$ cat config.mk
export PLATFORM = sky130hd
export DESIGN_NAME = via6522
export DESIGN_NICKNAME = d
export VERILOG_FILES = /design/src/rtl/via6522.sv
export SDC_FILE = /design/constraint.sdc
export NUM_CORES = 1
export LEC_CHECK = 0
export CAP_MARGIN = 20
export CORE_MARGIN = 1.5
export CORE_UTILIZATION = 40
export DETAILED_ROUTE_END_ITERATION = 7
export DONT_BUFFER_PORTS = 1
export GPL_ROUTABILITY_DRIVEN = 0
export PLACE_DENSITY = 0.64
export SYNTH_ARGS = -nofsm -noshare
export SYNTH_HDL_FRONTEND = slang
export SYNTH_SLANG_ARGS = --single-unit
$ cat constraint.sdc
create_clock -name clk -period 6.4 [get_ports clk]
set_input_delay 0.64 -clock clk [delete_from_list [all_inputs] [get_ports clk]]
set_output_delay 0.64 -clock clk [all_outputs]
set_load 0.05 [all_outputs]
$ cat src/rtl/via6522.sv
// via6522: synthesizable subset of the MOS 6522 VIA for the 0xB8xx slot.
// Two 8-bit ports with direction registers, Timer 1 (one-shot/free-run),
// Timer 2 (one-shot), IFR/IER interrupt logic and an active-low IRQ.
// Optional feature macro: VIA_PB7_EN (T1 drives PB7 when ACR7=1).
module via6522 #(
  parameter logic [15:0] T_RESET = 16'hFFFF
) (
  input  logic       clk,
  input  logic       reset_n,
  input  logic       cs,
  input  logic       rnw,
  input  logic [3:0] addr,
  input  logic [7:0] din,
  output logic [7:0] dout,
  input  logic [7:0] pa_in,
  output logic [7:0] pa_out,
  output logic [7:0] pa_oe,
  input  logic [7:0] pb_in,
  output logic [7:0] pb_out,
  output logic [7:0] pb_oe,
  output logic       irq_n
);

  logic [7:0]  orb, ora, ddrb, ddra, acr, pcr;
  logic [6:0]  ifr, ier;
  logic [6:0]  ifr_set, ifr_clr;
  logic [15:0] t1_latch, t1_cnt, t2_cnt;
  logic [7:0]  t2_latch_l;
  logic        t1_armed, t1_hold, t1_fire, t1_load;
  logic        t2_armed, t2_fire, t2_load;
  logic        wr, rd, irq;
  logic        pb7_flop, pb7_active;
  logic [7:0]  irb;

  assign wr      = cs & ~rnw;
  assign rd      = cs & rnw;
  assign t1_load = wr && (addr == 4'h5);
  assign t2_load = wr && (addr == 4'h9);

  // A free-run reload holds the counter for one extra cycle so that the
  // period is latch+2, matching the original chip's 0 -> FFFF -> latch step.
  assign t1_fire = t1_armed && (t1_cnt == 16'h0000) && !t1_hold;
  assign t2_fire = t2_armed && (t2_cnt == 16'h0000);

  // Plain storage registers: ports, direction registers, ACR and PCR.
  always_ff @(posedge clk or negedge reset_n) begin
    if (!reset_n) begin
      orb  <= 8'h00;
      ora  <= 8'h00;
      ddrb <= 8'h00;
      ddra <= 8'h00;
      acr  <= 8'h00;
      pcr  <= 8'h00;
    end else if (wr) begin
      case (addr)
        4'h0:        orb  <= din;
        4'h1, 4'hF:  ora  <= din;
        4'h2:        ddrb <= din;
        4'h3:        ddra <= din;
        4'hB:        acr  <= din;
        4'hC:        pcr  <= din;
        default:     ;
      endcase
    end
  end

  // Timer 1 latch: low byte from regs 4/6, high byte from regs 5/7.
  always_ff @(posedge clk or negedge reset_n) begin
    if (!reset_n) begin
      t1_latch <= 16'h0000;
    end else if (wr) begin
      if (addr == 4'h4 || addr == 4'h6) t1_latch[7:0]  <= din;
      if (addr == 4'h5 || addr == 4'h7) t1_latch[15:8] <= din;
    end
  end

  // Timer 1 counter: a T1C-H write beats a free-run reload on the same edge.
  always_ff @(posedge clk or negedge reset_n) begin
    if (!reset_n) begin
      t1_cnt   <= T_RESET;
      t1_armed <= 1'b0;
      t1_hold  <= 1'b0;
    end else if (t1_load) begin
      t1_cnt   <= {din, t1_latch[7:0]};
      t1_armed <= 1'b1;
      t1_hold  <= 1'b0;
    end else if (t1_hold) begin
      t1_hold  <= 1'b0;
    end else if ((t1_cnt == 16'h0000) && acr[6]) begin
      t1_cnt   <= t1_latch;
      t1_hold  <= 1'b1;
    end else begin
      t1_cnt   <= t1_cnt - 16'd1;
      if (t1_fire) t1_armed <= 1'b0;
    end
  end

  // Timer 2: one-shot only, fires once per T2C-H write then free-wraps.
  always_ff @(posedge clk or negedge reset_n) begin
    if (!reset_n) begin
      t2_latch_l <= 8'h00;
      t2_cnt     <= T_RESET;
      t2_armed   <= 1'b0;
    end else begin
      if (wr && addr == 4'h8) t2_latch_l <= din;
      if (t2_load) begin
        t2_cnt   <= {din, t2_latch_l};
        t2_armed <= 1'b1;
      end else begin
        t2_cnt   <= t2_cnt - 16'd1;
        if (t2_fire) t2_armed <= 1'b0;
      end
    end
  end

  // Collect the interrupt-flag set and clear requests for this edge.
  always_comb begin
    ifr_set = {t1_fire, t2_fire, 5'b00000};
    ifr_clr = 7'h00;
    if (wr && addr == 4'hD) ifr_clr = din[6:0];
    if ((rd && addr == 4'h4) || (wr && (addr == 4'h5 || addr == 4'h7))) ifr_clr[6] = 1'b1;
    if ((rd && addr == 4'h8) || t2_load) ifr_clr[5] = 1'b1;
  end

  // Interrupt flags (set wins over clear) and the interrupt enable mask.
  always_ff @(posedge clk or negedge reset_n) begin
    if (!reset_n) begin
      ifr <= 7'h00;
      ier <= 7'h00;
    end else begin
      ifr <= (ifr & ~ifr_clr) | ifr_set;
      if (wr && addr == 4'hE) begin
        if (din[7]) ier <= ier | din[6:0];
        else        ier <= ier & ~din[6:0];
      end
    end
  end

`ifdef VIA_PB7_EN
  // PB7 square-wave flop: cleared on T1 load, toggles (free-run) or sets (one-shot) on fire.
  always_ff @(posedge clk or negedge reset_n) begin
    if (!reset_n)      pb7_flop <= 1'b0;
    else if (t1_load)  pb7_flop <= 1'b0;
    else if (t1_fire)  pb7_flop <= acr[6] ? ~pb7_flop : 1'b1;
  end
  assign pb7_active = acr[7];
`else
  assign pb7_flop   = 1'b0;
  assign pb7_active = 1'b0;
`endif

  assign irq    = |(ifr & ier);
  assign irq_n  = ~irq;
  assign pa_out = ora;
  assign pa_oe  = ddra;
  assign pb_out = pb7_active ? {pb7_flop, orb[6:0]} : orb;
  assign pb_oe  = pb7_active ? {1'b1, ddrb[6:0]} : ddrb;

  // Port B input view: driven bits read back the output register.
  always_comb begin
    irb = (orb & ddrb) | (pb_in & ~ddrb);
    if (pb7_active) irb[7] = pb7_flop;
  end

  // Combinational read multiplexor.
  always_comb begin
    dout = 8'h00;
    case (addr)
      4'h0:       dout = irb;
      4'h1, 4'hF: dout = pa_in;
      4'h2:       dout = ddrb;
      4'h3:       dout = ddra;
      4'h4:       dout = t1_cnt[7:0];
      4'h5:       dout = t1_cnt[15:8];
      4'h6:       dout = t1_latch[7:0];
      4'h7:       dout = t1_latch[15:8];
      4'h8:       dout = t2_cnt[7:0];
      4'h9:       dout = t2_cnt[15:8];
      4'hA:       dout = 8'h00;
      4'hB:       dout = acr;
      4'hC:       dout = pcr;
      4'hD:       dout = {irq, ifr};
      4'hE:       dout = {1'b1, ier};
      default:    dout = 8'h00;
    endcase
  end

endmodule

; ---- Word level (Yosys, flattened, before mapping)
; Index checks and enable logic that the tools add are counted.
[word_totals]
word_cells = 101
output_inout_bits = 41
reg_bits = 121
input_bits = 32
[classes]
bitwise = 15
mux = 18
addsub = 2
n_eq_ne = 17
n_reduce_logical = 33
[ops]
columns = op, n
row1 = $pmux W8 S15, 1
row2 = $mux W16, 4
row3 = $eq A4 B4 Y1 const B, 8
row4 = $logic_not A16 Y1, 2
row5 = $sub A16 B1 Y16 const B, 2
row6 = $and A7 B7 Y7, 3
row7 = $and A8 B8 Y8, 2
row8 = $eq A4 B3 Y1 const B, 4
row9 = $reduce_and A2 Y1, 8
row10 = $mux W7, 2
row11 = $not A7 Y7, 2
row12 = $or A7 B7 Y7, 2
row13 = $logic_and A1 B1 Y1, 12
row14 = $mux W1, 11
row15 = $eq A4 B2 Y1 const B, 2
row16 = $not A8 Y8, 1
row17 = $or A8 B8 Y8, 1
row18 = $reduce_or A7 Y1, 1
row19 = $eq A4 B1 Y1 const B, 1
row20 = $logic_not A4 Y1, 1
row21 = $logic_or A1 B1 Y1, 4
row22 = $reduce_bool A2 Y1, 2
row23 = $reduce_and A3 Y1, 1
row24 = $and A1 B1 Y1, 2
row25 = other kinds (5), 6

; ---- Longest topological paths before layout
; Gate-level depths: netlist of run 1.
[logic_depth]
word_depth = 8
mapped_depth = 10
mapped_depth_nobuf = 7

; ---- Worst setup path after synthesis of run 1
; OpenSTA, ideal clock, no wires.
[synth_path]
path_type = input to output
from = input port addr[3]
to = output port dout[6]
slack_ps = 3079
path_stages = 7
arrival_ps = 2681
t_required_ps = 5760
n_path_buf = 3
cell_sequence = clkbuf_1 -> clkbuf_1 -> clkbuf_1 -> nand2_1 -> o221ai_1 -> o21ai_0 -> a32oi_1
[synth_between]
elab_chain_cells = 3
elab_cells_between_ends = 18
cone_classes = 15 x eq/ne / 1 x mux / 2 x reduce/logical
[synth_rtl]
columns = item, line
row1 = from (decl), 12  ; input logic [3:0] addr,
row2 = $eq A4 B1 Y1 or $eq A4 B4 Y1 (tied branches), 168  ; case (addr)
row3 = $reduce_or A2 Y1, 168
row4 = $pmux W8 S15 *, 168
row5 = to (decl), 14  ; output logic [7:0] dout,
; Every way passes the cells marked *; elsewhere a longest branch is shown, timed or not.

; ---- Worst setup path after layout of run 1
; Same ends and word-level chain as after synthesis.

==> impl_summary.log, run 1 <==
INFO  metric static-leakage-power = 0.002974 µW
INFO  metric rsz0062_at_grt = no
INFO  metric layout_worst_path_cycle_share = 54.28%
INFO  metric htree_num_levels = 4
INFO  metric synth_top_area_share = 32.91%
INFO  metric postSynthCellCount = 667
INFO  metric insertion_delay_to_the_later_sink_of_the_worst_skew_pair = 420 ps
INFO  metric io_buffers = 0
INFO  metric mostFrequentLayoutCells = sky130_fd_sc_hd__dfrtp_1, sky130_fd_sc_hd__mux2_2, sky130_fd_sc_hd__nand2_1
INFO  metric post_cts_resize_count = 0
INFO  metric crit_chain = nor2b_1, nor2b_1, a32oi_1, mux2_2, a32oi_1
INFO  metric clk_path_buf_depth = 2
INFO  metric synth_edf_count = 0
INFO  metric hold_viol = 0
INFO  metric synth_area = 6766 µm²
INFO  metric slew_headroom = 25.08%
INFO  metric cts_post_setup_buffers_inserted = 0
INFO  metric drcViolationCount = 0
INFO  metric timing.hold.worst.class = in -> async
INFO  metric synth_warnings = 0
INFO  metric crit_path_start_kind = input port
INFO  metric start_util = 40.80%
INFO  metric timing.clock.skew = 7.576 ps
INFO  metric finalNetCount = 679
INFO  metric n_fill_cell = 1,610
INFO  metric fmax = 287.8 MHz
INFO  metric vdd_ir_max = 253.7 µV
INFO  metric slew_violations = 0
INFO  metric ys_async_sr_fraction = 100.0%
INFO  metric antenna_violations_before_repair = 0
INFO  metric final_routed_wirelength_across_all_metal_layers = 21.58 mm
INFO  metric dp_hpwl = 14.72 mm
INFO  metric synth_area_per_inst = 10.14 µm²
INFO  metric drt-initial-drc-count = 864
INFO  metric worstPathArrival = 2830 ps
INFO  metric finalSetupViolCount = 0
INFO  metric area_growth_syn_to_layout = 10.47%
INFO  metric dieHeight = 133.1 µm
INFO  metric biggestRegsByFlops = t1_cnt x16, t1_latch x16, t2_cnt x16
INFO  metric timing.critical_path.required = 5760 ps
INFO  metric setup_tns = 0 ps
INFO  metric dieArea = 17,710 µm²
INFO  metric routedWlPerCell = 24.64 µm
INFO  metric route.detailed.vias_per_inst = 6.344
INFO  metric clock-sinks = 121
INFO  metric path_max_fanout = 45
INFO  metric post-synth-top-area-cell = sky130_fd_sc_hd__dfrtp_1
INFO  metric pin_count_of_the_biggest_net_entering_global_routing = 90
INFO  metric insertedDiodeCount = 0
INFO  metric final_common_cell = sky130_fd_sc_hd__dfrtp_1
INFO  metric critical_path.endpoint_type = output port
INFO  metric cts_root_cell = sky130_fd_sc_hd__clkbuf_16
INFO  metric ys_seq_area_share = 45.34%
INFO  metric max_slew.worst_pin.slew = 1140 ps
INFO  metric ff_latch_count_synth = 121
INFO  metric ys_top_cells_by_area = sky130_fd_sc_hd__dfrtp_1, sky130_fd_sc_hd__mux2_2, sky130_fd_sc_hd__dfstp_2, sky130_fd_sc_hd__nand2_1, sky130_fd_sc_hd__a21oi_1
INFO  metric max_cap_violations = 0
INFO  metric length_of_the_first_detailed_routing_pass_in_iterations = 8
INFO  metric syn-num-nets = 703
INFO  metric synth_flop_cell = sky130_fd_sc_hd__dfrtp_1
INFO  metric top_level_ports = 73
INFO  metric route.antenna.remaining_nets = 0
INFO  metric netlist-cell-type-count = 70
INFO  metric vias_in_the_first_global_route = 5,430
INFO  metric post_route_cells_drive_above_1_share = 23.63%
INFO  metric die_w = 133.1 µm
INFO  metric run_status = finished clean
INFO  metric cts.clk_slew.worst_paths = 60 ps
INFO  metric grt_pass1_wl = 33.07 mm
INFO  metric tritoncts.num_buffers = 17
INFO  metric total_number_of_vias = 5,557
INFO  metric num_rows = 47
INFO  metric period_minus_slack = 3474 ps
INFO  metric cpPeakStageDelay = 1050 ps
INFO  metric finish.utilization = 45.07%
INFO  metric grt_util_all_layers = 25.05%
INFO  metric tritoncts = built
INFO  metric coreArea = 16,580 µm²
INFO  metric crit_type = in -> out
INFO  metric power.density = 383.2 nW/µm²
INFO  metric overflow = 0
INFO  metric critPathSlowestCell = sky130_fd_sc_hd__a32oi_1
-- timing repair --
| item | 4_1_cts | 5_1_grt |
|---|---|---|
| setup endpoints to repair | 0 | 0 |
| hold buffers | 1 | 0 |
| endpoints found under the hold margin | 89 | 0 |
-- routing by layer --
layer	GRT usage (%)	vias to the layer above	part of all wire [%]
li1	-	2433	-
met1	31.73	2748	40
met2	38.95	314	46
met3	8.889	62	10
met4	10.38	0	4.0
met5	0	-	0
-- worst max-delay path: cells and delay by family --
family             cells  cell delay, ps
muxes                  1             300
AOI/OAI and AO/OA      2            1120
and+or+nand+nor        2             760
-- final timing paths --
kind | from | to | slack, ps | cells after the start
worst max-delay path | addr[3] | dout[6] | 2930 | 5
worst min-delay path | reset_n | t1_cnt[12]$_DFFE_PN1P_ | 60 | 0
worst max register to register | t1_cnt[0]$_DFFE_PN1P_ | t1_cnt[10]$_DFFE_PN1P_ | 3500 | 7
worst min register to register | t2_latch_l[2]$_DFFE_PN0P_ | t2_latch_l[2]$_DFFE_PN0P_ | 510 | 1
max in group asynchronous | reset_n | pb_oe[1]$_DFFE_PN0P_ | 5870 | 1
min in group clk | din[1] | t1_cnt[9]$_DFFE_PN1P_ | 320 | 2
-- per-stage QoR --
step | worst slack [ps] | power [µW] | std cells | area [µm²] | hold slack, ps
detailed placement | 2920 | 1910 | 842 | 6860 | 352.3
finish | 2926 | 2864 | 876 | 7475 | 64.68
global placement | 3001 | 1883 | 840 | 6845 | 352.0
floorplan | 3079 | 1739 | 667 | 6766 | 344.4
global route | 2858 | 2984 | 876 | 7475 | 43.49
CTS | 2941 | 2862 | 875 | 7470 | 51.74
-- layout make-up --
cell class / instances / area (µm²) / share of cell area (%)
Clock inverter: 11 / 111.4 / 1.490
Multi-Input combinational cell: 487 / 3453 / 46.20
Tap cell: 220 / 275.3 / 3.683
Clock buffer: 21 / 470.5 / 6.294
Timing Repair Buffer: 5 / 55.05 / 0.7365
Sequential cell: 121 / 3068 / 41.04
Inverter: 11 / 41.29 / 0.5524
-- cells in the mapped netlist, drive strengths merged, types with 8 or more instances --
cell,number
dfrtp,89
mux2,81
nand2,54
nor2,42
a21oi,38
clkbuf,34
o21ai,34
dfstp,32
nand3,24
nor3,19
mux2i,17
buf,14
nor2b,14
a22oi,13
nor4,12
inv,10
a32oi,8
o2bb2ai,8
-- logic make-up (layout without fill, tap and decap cells) --
family | count (synthesis) | after routing | share of synthesized area [%]
multiplexers | 99 | 99 | 16.33
AND/OR/NAND/NOR | 207 | 207 | 15.83
XOR/XNOR | 13 | 13 | 1.683
adder cells (fa/ha/maj) | 4 | 4 | 0.7397
buffers and inverters | 59 | 48 | 3.624
AO/OA/AOI/OAI | 164 | 164 | 16.46
flip-flops | 121 | 121 | 45.34
-- report_power, final --
| group | total [µW] | internal (µW) | leakage, µW | switching [µW] |
|---|---|---|---|---|
| clock network | 937 | 570 | 0.000281 | 367 |
| registers | 1410 | 1010 | 0.00147 | 404 |
| logic | 518 | 254 | 0.00123 | 264 |
| total | 2860 | 1830 | 0.00297 | 1030 |
No activity file was read; power rests on OpenSTA's default activity.
==> run 2: changes to the inputs <==
PLACE_DENSITY = 0.66   (was 0.64)
clock period = 2.9 ns   (was 6.4 ns; I/O delays follow)
==> run 2 against run 1 <==
Compared with the run above:
- the flow now finishes with violations (negative hold slack)
- hold slack got worse by 500 ps
- sequential share of layout area decreased by 1.3 points
- critical path type is now reg -> out
- clock-buffer cell count decreased by 2
- highest routed layer unchanged
- final cell count increased by 3.1%
==> impl_summary.log, run 2 (synthesis results as in run 1) <==
INFO  metric pint = 4256 µW (+130%)
INFO  metric routedWlPerCell = 23.63 µm (-4.1%)
INFO  metric coreArea = 16,580 µm² (unchanged)
INFO  metric htree_num_levels = 4 (unchanged)
INFO  metric grt_util_all_layers = 24.94% (-0.11 points)
INFO  metric vdd_ir_max = 451.6 µV (+78%)
INFO  metric route.antenna.remaining_nets = 0 (unchanged)
INFO  metric post_cts_resize_count = 0 (unchanged)
INFO  metric total_number_of_vias = 5,694 (+2.5%)
INFO  metric die_w = 133.1 µm (unchanged)
INFO  metric critical_path.top_delay_family = flip-flops
INFO  metric run_status = finished, violations left
INFO  metric crit_top_cell = sky130_fd_sc_hd__o21ai_0
INFO  metric timing.critical_path.required = 2610 ps (-3150 ps)
INFO  metric io_buffers = 0 (unchanged)
INFO  metric start_util = 40.80% (unchanged)
INFO  metric power_frac_seq = 47.9% (-1.3 points)
INFO  metric insertion_delay_to_the_later_sink_of_the_worst_skew_pair = 420 ps (about the same)
INFO  metric dp_cells = 862 (+2.4%)
INFO  metric p_clk_share = 34.1% (+1.4 points)
INFO  metric critPathSlowestCell = sky130_fd_sc_hd__dfrtp_1
INFO  metric rsz0062_at_grt = no
INFO  metric final_routed_wirelength_across_all_metal_layers = 21.34 mm (-1.1%)
INFO  metric biggestRegsByFlops = t1_cnt x16, t1_latch x16, t2_cnt x16
INFO  metric max_slew.worst_pin.slew = 931.0 ps (-209.5 ps)
INFO  metric layout.cell_area.non_filler = 7711 µm² (+3.2%)
INFO  metric path_max_fanout = 5 (-89%)
INFO  metric hold_ws = -432.6 ps (-497.3 ps)
INFO  metric critical_path.endpoint_type = output port
INFO  metric overflow = 0 (unchanged)
INFO  metric vias_in_the_first_global_route = 5,575 (+2.7%)
INFO  metric drcViolationCount = 0 (unchanged)
INFO  metric dpl-instance-area = 7010 µm² (+2.2%)
INFO  metric max_cap_violations = 0 (unchanged)
INFO  metric area_growth_syn_to_layout = 13.96%
INFO  metric crit_path_start_kind = flop
INFO  metric tritoncts = built
INFO  metric finish.utilization = 46.50% (+1.4 points)
INFO  metric final_common_cell = sky130_fd_sc_hd__dfrtp_1
INFO  metric dp_hpwl = 14.47 mm (-1.7%)
INFO  metric timing.clock.skew = 6.479 ps (-1.097 ps)
INFO  metric ctsHoldBuffers = 8 (+7)
INFO  metric layout_worst_path_cycle_share = 89.54%
INFO  metric clk_path_buf_depth = 2 (unchanged)
INFO  metric hold_viol = 121 (+121)
INFO  metric grt_pass1_wl = 32.96 mm (-0.33%)
INFO  metric clock-sinks = 121 (unchanged)
INFO  metric violations_in_the_final_reports = negative hold slack
INFO  metric crit_type = reg -> out
INFO  metric slew_violations = 0 (unchanged)
INFO  metric period_minus_slack = 2597 ps
INFO  metric mostFrequentLayoutCells = sky130_fd_sc_hd__dfrtp_1, sky130_fd_sc_hd__mux2_2, sky130_fd_sc_hd__nand2_1
INFO  metric fmax = 385.1 MHz
INFO  metric non_filler_cells_in_the_finished_layout = 903 (+3.1%)
INFO  metric sw_ratio = 33.96% (-2.2 points)
INFO  metric top_level_ports = 73 (unchanged)
INFO  metric length_of_the_first_detailed_routing_pass_in_iterations = 5 (-3)
INFO  metric cpPeakStageDelay = 690 ps (-360 ps)
INFO  metric slew_headroom = 37.36% (+12 points)
INFO  metric dieHeight = 133.1 µm (unchanged)
INFO  metric cts.clk_slew.worst_paths = 50 ps (about the same)
INFO  metric post_route_cells_drive_above_1_share = 25.37% (+1.7 points)
INFO  metric num_rows = 47 (unchanged)
INFO  metric dieArea = 17,710 µm² (unchanged)
INFO  metric crit_chain = nor3b_1, o21ai_0, o21ai_0, a21oi_1, a31oi_1, buf_4
INFO  metric share_comb_of_total_power = 18.0% (about the same)
INFO  metric power.density = 835.8 nW/µm² (+120%)
INFO  metric worstPathArrival = 2310 ps (-520 ps)
INFO  metric antenna_violations_before_repair = 2 (+2)
INFO  metric tritoncts.num_buffers = 17 (unchanged)
INFO  metric pre_cts_slack = 432.0 ps (-2488 ps)
INFO  metric cp.buffers_inverters = 1 (+1)
INFO  metric setup_tns = 0 ps (unchanged)
INFO  metric static-leakage-power = 0.003115 µW (+4.7%)
INFO  metric finalNetCount = 705 (+3.8%)
INFO  metric layout_setup_ws = 303.5 ps (-2622 ps)
INFO  metric pin_count_of_the_biggest_net_entering_global_routing = 122 (+36%)
INFO  metric route.detailed.vias_per_inst = 6.306 (-0.60%)
INFO  metric drt-initial-drc-count = 831 (-3.8%)
INFO  metric cts_post_setup_buffers_inserted = 0 (unchanged)
INFO  metric p_switching = 2188 µW (+110%)
INFO  metric finalSetupViolCount = 0 (unchanged)
INFO  metric timing.hold.worst.class = in -> async
INFO  metric cts_root_cell = sky130_fd_sc_hd__clkbuf_16
run 2: cell types whose count changed in the layout (fill, tap and decap cells not counted), moves of 2 or more:
cell	delta
sky130_fd_sc_hd__buf_4	+20
sky130_fd_sc_hd__dlygate4sd3_1	+8
sky130_fd_sc_hd__clkinv_2	+5
sky130_fd_sc_hd__bufinv_16	+3
sky130_fd_sc_hd__inv_6	-3
sky130_fd_sc_hd__clkbuf_8	-2
sky130_fd_sc_hd__clkinv_4	-2
run 2: routing by layer:
metal / vias up / wire (µm) / global-route usage, %
li1: 2488 / - / -
met1: 2806 / 8364 / 31.35
met2: 321 / 9536 / 37.36
met3: 79 / 2089 / 7.701
met4: 0 / 1350 / 15.75
met5: - / 0 / 0
run 2: stage by stage:
step	total power (µW)	hold WS (ps)
after detailed placement	4214	3.203
after global routing	6704	-446.3
after global placement	4169	3.386
after CTS	6444	-443.9
after floorplan	3837	-5.591
final	6445	-432.6
run 2: cell type report:
class,count,area [µm²]
fillers,1562,8872
multi-input cells,487,3453
flip-flops and latches,121,3068
clock buffers,19,442.9
well taps,220,275.3
repair buffers,31,252.7
clock inverters,13,175.2
inverters,11,41.29
diodes,1,2.502
run 2: path summary, 6_finish.rpt:
path / endpoint / cells past startpoint / start / slack [ps]
worst max-delay path: dout[0] / 6 / pb_oe[0]$_DFFE_PN0P_ / 300
worst min-delay path: t1_latch[15]$_DFFE_PN0P_ / 0 / reset_n / -430
worst max register to register: t1_cnt[10]$_DFFE_PN1P_ / 5 / t1_cnt[6]$_DFFE_PN1P_ / 410
worst min register to register: t1_cnt[7]$_DFFE_PN1P_ / 1 / t1_cnt[7]$_DFFE_PN1P_ / 510
max in group asynchronous: t1_cnt[6]$_DFFE_PN1P_ / 0 / reset_n / 3010
min in group clk: t1_cnt[11]$_DFFE_PN1P_ / 2 / din[3] / 20
run 2: power by group through the flow:
| stage | combinational, µW | sequential [µW] | clock, µW |
|---|---|---|---|
| after floorplan | 978 | 2860 | 0 |
| after global placement | 1100 | 3070 | 0 |
| after detailed placement | 1130 | 3080 | 0 |
| after CTS | 1160 | 3060 | 2230 |
| after global routing | 1270 | 3130 | 2300 |
| final | 1160 | 3080 | 2200 |
